**src/rtl/spatz_issue_ctrl_if.sv**
```systemverilog
// Request, response and functional-unit dispatch signals of the Spatz issue controller.
// master: decoder/unit side; slave: the issue controller.
interface spatz_issue_ctrl_if #(
  parameter int unsigned ELEN    = 32,
  parameter int unsigned NrUnits = 2,
  parameter int unsigned UnitW   = (NrUnits > 1) ? $clog2(NrUnits) : 1
) ();
  logic               req_valid;
  logic               req_ready;
  logic [1:0]         req_op;
  logic [1:0]         req_csr_addr;
  logic [ELEN-1:0]    req_avl;
  logic [7:0]         req_vtype;
  logic [UnitW-1:0]   req_unit;

  logic               rsp_valid;
  logic               rsp_ready;
  logic [ELEN-1:0]    rsp_rd;

  logic [NrUnits-1:0] unit_valid;
  logic [NrUnits-1:0] unit_ready;
  logic [ELEN-1:0]    unit_vl;
  logic [ELEN-1:0]    unit_vtype;
  logic [NrUnits-1:0] unit_done;

  modport master (
    output req_valid, req_op, req_csr_addr, req_avl, req_vtype, req_unit,
    input  req_ready,
    input  rsp_valid, rsp_rd,
    output rsp_ready,
    input  unit_valid, unit_vl, unit_vtype,
    output unit_ready, unit_done
  );

  modport slave (
    input  req_valid, req_op, req_csr_addr, req_avl, req_vtype, req_unit,
    output req_ready,
    output rsp_valid, rsp_rd,
    input  rsp_ready,
    output unit_valid, unit_vl, unit_vtype,
    input  unit_ready, unit_done
  );
endinterface

```
**src/rtl/spatz_issue_ctrl.sv**
```systemverilog
// In-order issue controller: request FIFO, vector CSRs, vsetvl with drain, and
// dispatch to NrUnits functional units with per-unit outstanding-operation counters.
module spatz_issue_ctrl #(
  parameter int unsigned ELEN           = 32,
  parameter int unsigned VLEN           = 256,
  parameter int unsigned NrUnits        = 2,
  parameter int unsigned QueueDepth     = 4,
  parameter int unsigned MaxOutstanding = 4
) (
  input  logic              clk_i,
  input  logic              rst_i,
  spatz_issue_ctrl_if.slave ctrl_io,
  output logic              busy_o
);
  localparam int unsigned VLENB   = VLEN / 8;
  localparam int unsigned UnitW   = (NrUnits > 1) ? $clog2(NrUnits) : 1;
  localparam int unsigned CntW    = $clog2(MaxOutstanding + 1);
  localparam int unsigned PtrW    = $clog2(QueueDepth);
  localparam int unsigned VstartW = $clog2(VLEN);
  localparam logic [ELEN-1:0] VillOnly = {1'b1, {(ELEN-1){1'b0}}};

  typedef enum logic [1:0] {OpCsrRead = 2'd0, OpVsetvl = 2'd1, OpVexec = 2'd2, OpRsvd = 2'd3} op_e;
  typedef enum logic [1:0] {StIdle, StDispatch, StDrain, StResp} state_e;

  typedef struct packed {
    logic [1:0]       op;
    logic [1:0]       csr;
    logic [ELEN-1:0]  avl;
    logic [7:0]       vtype;
    logic [UnitW-1:0] unit;
  } req_t;

  state_e state_q, state_d;

  req_t            mem_q [QueueDepth];
  logic [PtrW-1:0] wptr_q, rptr_q;
  logic [PtrW:0]   cnt_q;
  logic            full, empty, push, pop;
  req_t            head, req_in;

  logic [ELEN-1:0]    vl_q, vtype_q, rsp_rd_q;
  logic [VstartW-1:0] vstart_q;
  logic [CntW-1:0]    out_q [NrUnits];
  logic [CntW-1:0]    out_d [NrUnits];

  logic               rsp_valid, load_csr, load_vset, dispatch_acc, drained, any_out;
  logic               unit_ok, vexec_skip;
  logic [NrUnits-1:0] dispatch_valid;
  logic [ELEN-1:0]    csr_rd, new_vl, new_vtype, vlmax;
  logic [2:0]         vsew, vlmul;
  logic               set_illegal;

  assign full   = (cnt_q == (PtrW+1)'(QueueDepth));
  assign empty  = (cnt_q == '0);
  assign push   = ctrl_io.req_valid && !full;
  assign head   = mem_q[rptr_q];
  assign req_in = '{op: ctrl_io.req_op, csr: ctrl_io.req_csr_addr, avl: ctrl_io.req_avl,
                    vtype: ctrl_io.req_vtype, unit: ctrl_io.req_unit};

  assign unit_ok    = ({1'b0, head.unit} < (UnitW+1)'(NrUnits));
  assign vexec_skip = (vl_q == '0) || vtype_q[ELEN-1];

  // vsetvl result for the head entry; only consumed while draining.
  always_comb begin
    vsew        = head.vtype[5:3];
    vlmul       = head.vtype[2:0];
    set_illegal = (vsew > 3'd3) || ((32'd8 << vsew) > ELEN) || (vlmul > 3'd3);
    vlmax       = ELEN'((VLEN << vlmul[1:0]) >> (32'(vsew[1:0]) + 32'd3));
    new_vl      = '0;
    new_vtype   = '0;
    if (set_illegal) begin
      new_vtype[ELEN-1] = 1'b1;
    end else begin
      new_vl          = (head.avl < vlmax) ? head.avl : vlmax;
      new_vtype[7:0]  = head.vtype;
    end
  end

  always_comb begin
    unique case (head.csr)
      2'd0:    csr_rd = ELEN'(vstart_q);
      2'd1:    csr_rd = vl_q;
      2'd2:    csr_rd = vtype_q;
      default: csr_rd = ELEN'(VLENB);
    endcase
  end

  // Drain completes when every counter is zero after this cycle's done pulses.
  always_comb begin
    drained = 1'b1;
    any_out = 1'b0;
    for (int i = 0; i < NrUnits; i++) begin
      if (out_q[i] != '0) any_out = 1'b1;
      if (!((out_q[i] == '0) || ((out_q[i] == CntW'(1)) && ctrl_io.unit_done[i]))) begin
        drained = 1'b0;
      end
    end
  end

  always_ff @(posedge clk_i) begin
    if (rst_i) state_q <= StIdle;
    else       state_q <= state_d;
  end

  always_comb begin
    state_d = state_q;
    unique case (state_q)
      StIdle: begin
        if (!empty) begin
          unique case (op_e'(head.op))
            OpCsrRead: state_d = StResp;
            OpVsetvl:  state_d = StDrain;
            OpVexec:   if (!vexec_skip) state_d = StDispatch;
            default:   state_d = StIdle;
          endcase
        end
      end
      StDispatch: if (pop) state_d = StIdle;
      StDrain:    if (drained) state_d = StResp;
      StResp:     if (ctrl_io.rsp_ready) state_d = StIdle;
      default:    state_d = StIdle;
    endcase
  end

  always_comb begin
    pop            = 1'b0;
    dispatch_valid = '0;
    dispatch_acc   = 1'b0;
    rsp_valid      = 1'b0;
    load_csr       = 1'b0;
    load_vset      = 1'b0;
    unique case (state_q)
      StIdle: begin
        if (!empty) begin
          unique case (op_e'(head.op))
            OpCsrRead: load_csr = 1'b1;
            OpVsetvl:  ;
            OpVexec:   pop = vexec_skip;
            default:   pop = 1'b1;
          endcase
        end
      end
      StDispatch: begin
        if (!unit_ok) begin
          pop = 1'b1;
        end else if (out_q[head.unit] != CntW'(MaxOutstanding)) begin
          dispatch_valid[head.unit] = 1'b1;
          if (ctrl_io.unit_ready[head.unit]) begin
            dispatch_acc = 1'b1;
            pop          = 1'b1;
          end
        end
      end
      StDrain: load_vset = drained;
      StResp: begin
        rsp_valid = 1'b1;
        pop       = ctrl_io.rsp_ready;
      end
      default: ;
    endcase
  end

  always_comb begin
    for (int i = 0; i < NrUnits; i++) begin
      logic inc, dec;
      inc      = dispatch_acc && (head.unit == UnitW'(i));
      dec      = ctrl_io.unit_done[i] && (out_q[i] != '0);
      out_d[i] = out_q[i];
      if (inc && !dec)      out_d[i] = out_q[i] + CntW'(1);
      else if (dec && !inc) out_d[i] = out_q[i] - CntW'(1);
    end
  end

  always_ff @(posedge clk_i) begin
    if (push) mem_q[wptr_q] <= req_in;
  end

  always_ff @(posedge clk_i) begin
    if (rst_i) begin
      wptr_q   <= '0;
      rptr_q   <= '0;
      cnt_q    <= '0;
      vl_q     <= '0;
      vtype_q  <= VillOnly;
      vstart_q <= '0;
      rsp_rd_q <= '0;
      for (int i = 0; i < NrUnits; i++) out_q[i] <= '0;
    end else begin
      if (push) wptr_q <= wptr_q + PtrW'(1);
      if (pop)  rptr_q <= rptr_q + PtrW'(1);
      cnt_q <= cnt_q + (PtrW+1)'(push) - (PtrW+1)'(pop);
      if (load_csr) rsp_rd_q <= csr_rd;
      if (load_vset) begin
        vl_q     <= new_vl;
        vtype_q  <= new_vtype;
        vstart_q <= '0;
        rsp_rd_q <= new_vl;
      end
      for (int i = 0; i < NrUnits; i++) out_q[i] <= out_d[i];
    end
  end

  assign ctrl_io.req_ready  = !full;
  assign ctrl_io.rsp_valid  = rsp_valid;
  assign ctrl_io.rsp_rd     = rsp_rd_q;
  assign ctrl_io.unit_valid = dispatch_valid;
  assign ctrl_io.unit_vl    = vl_q;
  assign ctrl_io.unit_vtype = vtype_q;
  assign busy_o = !empty || (state_q != StIdle) || any_out;

endmodule

```
**src/flat_wrapper.sv**
```systemverilog
// flat-port wrapper written by rule: the top's interface ports become plain ports
module spatz_issue_ctrl_flat 
#(
  parameter int unsigned ELEN           = 32,
  parameter int unsigned VLEN           = 256,
  parameter int unsigned NrUnits        = 2,
  parameter int unsigned QueueDepth     = 4,
  parameter int unsigned MaxOutstanding = 4
)
  (clk_i, rst_i, busy_o, ctrl_io_req_valid, ctrl_io_req_op, ctrl_io_req_csr_addr, ctrl_io_req_avl, ctrl_io_req_vtype, ctrl_io_req_unit, ctrl_io_req_ready, ctrl_io_rsp_valid, ctrl_io_rsp_rd, ctrl_io_rsp_ready, ctrl_io_unit_valid, ctrl_io_unit_vl, ctrl_io_unit_vtype, ctrl_io_unit_ready, ctrl_io_unit_done);
  spatz_issue_ctrl_if #(.ELEN(ELEN), .NrUnits(NrUnits)) ctrl_io_i ();
  input  logic clk_i;
  input  logic rst_i;
  output logic busy_o;
  input wire logic [$bits(ctrl_io_i.req_valid)-1:0] ctrl_io_req_valid;
  input wire logic [$bits(ctrl_io_i.req_op)-1:0] ctrl_io_req_op;
  input wire logic [$bits(ctrl_io_i.req_csr_addr)-1:0] ctrl_io_req_csr_addr;
  input wire logic [$bits(ctrl_io_i.req_avl)-1:0] ctrl_io_req_avl;
  input wire logic [$bits(ctrl_io_i.req_vtype)-1:0] ctrl_io_req_vtype;
  input wire logic [$bits(ctrl_io_i.req_unit)-1:0] ctrl_io_req_unit;
  output wire logic [$bits(ctrl_io_i.req_ready)-1:0] ctrl_io_req_ready;
  output wire logic [$bits(ctrl_io_i.rsp_valid)-1:0] ctrl_io_rsp_valid;
  output wire logic [$bits(ctrl_io_i.rsp_rd)-1:0] ctrl_io_rsp_rd;
  input wire logic [$bits(ctrl_io_i.rsp_ready)-1:0] ctrl_io_rsp_ready;
  output wire logic [$bits(ctrl_io_i.unit_valid)-1:0] ctrl_io_unit_valid;
  output wire logic [$bits(ctrl_io_i.unit_vl)-1:0] ctrl_io_unit_vl;
  output wire logic [$bits(ctrl_io_i.unit_vtype)-1:0] ctrl_io_unit_vtype;
  input wire logic [$bits(ctrl_io_i.unit_ready)-1:0] ctrl_io_unit_ready;
  input wire logic [$bits(ctrl_io_i.unit_done)-1:0] ctrl_io_unit_done;
  assign ctrl_io_i.req_valid = ctrl_io_req_valid;
  assign ctrl_io_i.req_op = ctrl_io_req_op;
  assign ctrl_io_i.req_csr_addr = ctrl_io_req_csr_addr;
  assign ctrl_io_i.req_avl = ctrl_io_req_avl;
  assign ctrl_io_i.req_vtype = ctrl_io_req_vtype;
  assign ctrl_io_i.req_unit = ctrl_io_req_unit;
  assign ctrl_io_req_ready = ctrl_io_i.req_ready;
  assign ctrl_io_rsp_valid = ctrl_io_i.rsp_valid;
  assign ctrl_io_rsp_rd = ctrl_io_i.rsp_rd;
  assign ctrl_io_i.rsp_ready = ctrl_io_rsp_ready;
  assign ctrl_io_unit_valid = ctrl_io_i.unit_valid;
  assign ctrl_io_unit_vl = ctrl_io_i.unit_vl;
  assign ctrl_io_unit_vtype = ctrl_io_i.unit_vtype;
  assign ctrl_io_i.unit_ready = ctrl_io_unit_ready;
  assign ctrl_io_i.unit_done = ctrl_io_unit_done;
  spatz_issue_ctrl #(.ELEN(ELEN), .VLEN(VLEN), .NrUnits(NrUnits), .QueueDepth(QueueDepth), .MaxOutstanding(MaxOutstanding)) u_core (.clk_i(clk_i), .rst_i(rst_i), .ctrl_io(ctrl_io_i), .busy_o(busy_o));
endmodule
```
**config.mk**
```make
export PLATFORM = sky130hd
export DESIGN_NAME = spatz_issue_ctrl_flat
export DESIGN_NICKNAME = d
export VERILOG_FILES = /design/src/rtl/spatz_issue_ctrl_if.sv /design/src/rtl/spatz_issue_ctrl.sv /design/src/flat_wrapper.sv
export SDC_FILE = /design/constraint.sdc
export NUM_CORES = 1
export LEC_CHECK = 0
export CORE_ASPECT_RATIO = 0.8
export CORE_UTILIZATION = 50
export DETAILED_ROUTE_END_ITERATION = 12
export PLACE_DENSITY = 0.72
export SETUP_SLACK_MARGIN = 0.4
export SYNTH_ARGS = -nofsm -noshare
export SYNTH_HDL_FRONTEND = slang
export SYNTH_SLANG_ARGS = --single-unit
```
**constraint.sdc**
```tcl
create_clock -name clk_i -period 4.5 [get_ports clk_i]
set_clock_uncertainty 0.1 [all_clocks]
set_input_delay 1.35 -clock clk_i [delete_from_list [all_inputs] [get_ports clk_i]]
set_output_delay 1.35 -clock clk_i [all_outputs]
set_load 0.03 [all_outputs]
```
==> results.cfg <==
[global_routing]
global_route.usage.total = 0.2100
grt_first_pass_wirelength_mm = 34.85
grt_start_max_net_pins = 39
globalRoute.totalOverflow = 0
first_global_vias = 6051
number_of_antenna_violations_at_the_first_check_in_global_routing = 0

[synthesis]
synth.distinct_cells = 56
synth-main-ff-cell = sky130_fd_sc_hd__edfxtp_1
yosys.area_share.xor_xnor = 0.006711
adder_cell_fraction_of_synth_area = 0.02948
synthesized_instance_count = 747
synth_top_family_by_area = simple AND/OR/NAND/NOR gates
syn_area_um2 = 10440
synth-compound-area-share = 0.06639
yosysWarningCount = 0
syn_area_per_cell_um2 = 13.98
post_synth_and_or_nand_nor_area_fraction = 0.1207
synth.mux.area_fraction = 0.04937
synth.ff_latch_count = 270
synth-async-reset-ratio = 0
number_of_enable_type_register_cells_in_the_synthesized_netlist = 180
yosysSeqAreaShare = 0.6902

[hold_path]
hold_path_class = reg -> reg

[cts]
cts-buffers-inserted = 26
postCtsSetupBuffers = 0
cts.path.max_buffers = 3
tritoncts = built
clock-root-buffer = sky130_fd_sc_hd__clkbuf_16
clock_sinks = 270
clk_latency_ns = 0.53
clock_pin_slew_worst_setup_and_hold_paths_ns = 0.06
htreeDepth = 1

[layout]
layout_common_cells = 180 x sky130_fd_sc_hd__edfxtp_1, 128 x sky130_fd_sc_hd__clkdlybuf4s50_1, 89 x sky130_fd_sc_hd__dfxtp_1
finish.utilization = 0.6416
num-nets-final = 970
area_growth_pct = 23.79
layout-drive-gt1-share = 0.1117
filler_cell_count = 1513
layout.cells.most_common = sky130_fd_sc_hd__edfxtp_1
area_taken_by_multi_input_logic_gates_um2 = 2938
final-seq-area_um2 = 7211
diodes = 0

[sta]
period_share = 0.8528
min_period_ns = 3.838
worst-slew-pin-transition_ns = 0.8928
slew_headroom = 0.4048
rsz0062_at_grt = false
post-route-worst-setup-slack_ns = 0.6624
finalSetupViolations = 0
final_total_negative_setup_slack_ns = 0
max_clock_freq_mhz = 260.6
timing.hold.ws_ns = 0.3497
final_max_slew_viol_count = 0
final_hold_viol_count = 0

[detailed_routing]
drtAntennaViolNets = 0
drt_iter0_drc = 564
avgRoutedWirePerCell_um = 18.86
drc_violations_left = 0
route.vias.total = 6450
drt_pass1_iterations = 5
drt-vias-per-instance = 5.480
routed_wirelength_mm = 22.20

[job]
cap_violations = 0

[critical_path]
critical_path_required_ns = 3.05
max_stage_delay_ns = 0.60
worst_setup_path_end_kind = output pin
critical_path.cell_chain = mux4_2 > and3_1 > clkdlybuf4s50_1
worst_path_max_delay_cell = sky130_fd_sc_hd__mux4_2
critical_path.startpoint_type = flip-flop
timing.critical_path.arrival_ns = 2.39
path_max_fanout = 14
worst-setup-path-type = reg -> out

[place]
detailed_place_hpwl_mm = 15.19
gp_congestion = 0.8641
place_ws_ns = 0.5240
quantity_of_i_o_buffers_inserted_on_ports = 130

[power_and_ir_drop]
powerDensity_nw_per_um2 = 557.4
ir_worst_vdd_uv = 268.6
power.leakage_nw = 4.449

[floorplanning]
core_region_area_um2 = 20140
dieWidth_um = 163.6
initial_core_util = 0.5183
die_area_um2 = 21470
fp-row-count = 46
die_h_um = 131.3
pin_count = 154

[run_status]
run_status = finished, final reports clean
routing by layer:
layer / part of all wire / vias up / track usage
li1: - / 3029 / -
met1: 0.47 / 3157 / 0.3186
met2: 0.45 / 224 / 0.3131
met3: 0.062 / 40 / 0.03693
met4: 0.021 / 0 / 0.05144
met5: 0 / - / 0
final timing paths:
path                            slack (ns)                                    from  cells after the start                                     end
worst max-delay path                  0.66                               flip-flop                      3                   ctrl_io_unit_valid[1]
worst min-delay path                  0.35  u_core.ctrl_io.rsp_rd[14]$_SDFFE_PP0P_                      2  u_core.ctrl_io.rsp_rd[14]$_SDFFE_PP0P_
worst max register to register        0.74                               flip-flop                     12   u_core.ctrl_io.rsp_rd[8]$_SDFFE_PP0P_
worst min register to register        0.35  u_core.ctrl_io.rsp_rd[14]$_SDFFE_PP0P_                      2  u_core.ctrl_io.rsp_rd[14]$_SDFFE_PP0P_
critical path, delay by kind of cell (launching register included):
family	cells	cell delay [ns]
buffers and inverters	1	0.59
DFF	1	0.50
muxes	1	0.60
and+or+nand+nor	1	0.18
registers in the layout, indices dropped and copies added, names as in the netlist, named ones only:
| name | cells |
|---|---|
| u_core.cnt_q | 3 |
| u_core.ctrl_io.rsp_rd | 32 |
| u_core.ctrl_io.unit_vl | 32 |
| u_core.ctrl_io.unit_vtype | 9 |
| u_core.mem_q | 180 |
| u_core.out_q | 6 |
| u_core.rptr_q | 2 |
| u_core.state_q | 2 |
| u_core.wptr_q | 2 |
metrics by stage:
step,area [um^2],power (W),cells
floorplan,10520,0.004327,769
global placement,11980,0.004855,1129
detailed placement,11980,0.004890,1129
CTS,12920,0.007242,1177
global route,12920,0.007539,1177
finish,12920,0.007204,1177
cell families after synthesis:
family,after synthesis
DFF,270
and+or+nand+nor,244
AOI/OAI and AO/OA,106
buffers and inverters,68
muxes,26
adders and majority gates,24
xor gates and xnor gates,8
other,1
synthesized netlist by cell type (17+ instances only):
library cell	number	area, um^2
sky130_fd_sc_hd__edfxtp_1	180	5405
sky130_fd_sc_hd__dfxtp_1	90	1802
sky130_fd_sc_hd__nand2_1	57	214.0
sky130_fd_sc_hd__a21oi_1	45	225.2
sky130_fd_sc_hd__nor2_1	43	161.4
sky130_fd_sc_hd__nand3_1	33	165.2
sky130_fd_sc_hd__and2_1	32	200.2
sky130_fd_sc_hd__buf_4	30	225.2
sky130_fd_sc_hd__nor4_1	29	181.4
sky130_fd_sc_hd__ha_1	23	287.8
sky130_fd_sc_hd__mux4_2	20	450.4
sky130_fd_sc_hd__a22oi_1	19	142.6
sky130_fd_sc_hd__clkbuf_1	17	63.81
power by group:
part | internal [W] | switching, W | total (W)
combinational | 0.000684 | 0.00110 | 0.00179
sequential | 0.00293 | 0.000152 | 0.00308
clock | 0.00144 | 0.000904 | 0.00234
cell type report:
cell class,count,area share
Sequential cell,270,0.5579
Multi-Input combinational cell,431,0.2273
Timing Repair Buffer,152,0.1133
Clock buffer,27,0.05227
Tap cell,264,0.02556
Clock inverter,21,0.02023
Inverter,12,0.003485
timing repair:
item	4_1_cts	5_1_grt
hold buffers	0	0
setup endpoints to repair	1	1
pin swaps	0	0
resized for setup	1	1
Power figures use the tool's default switching activity.
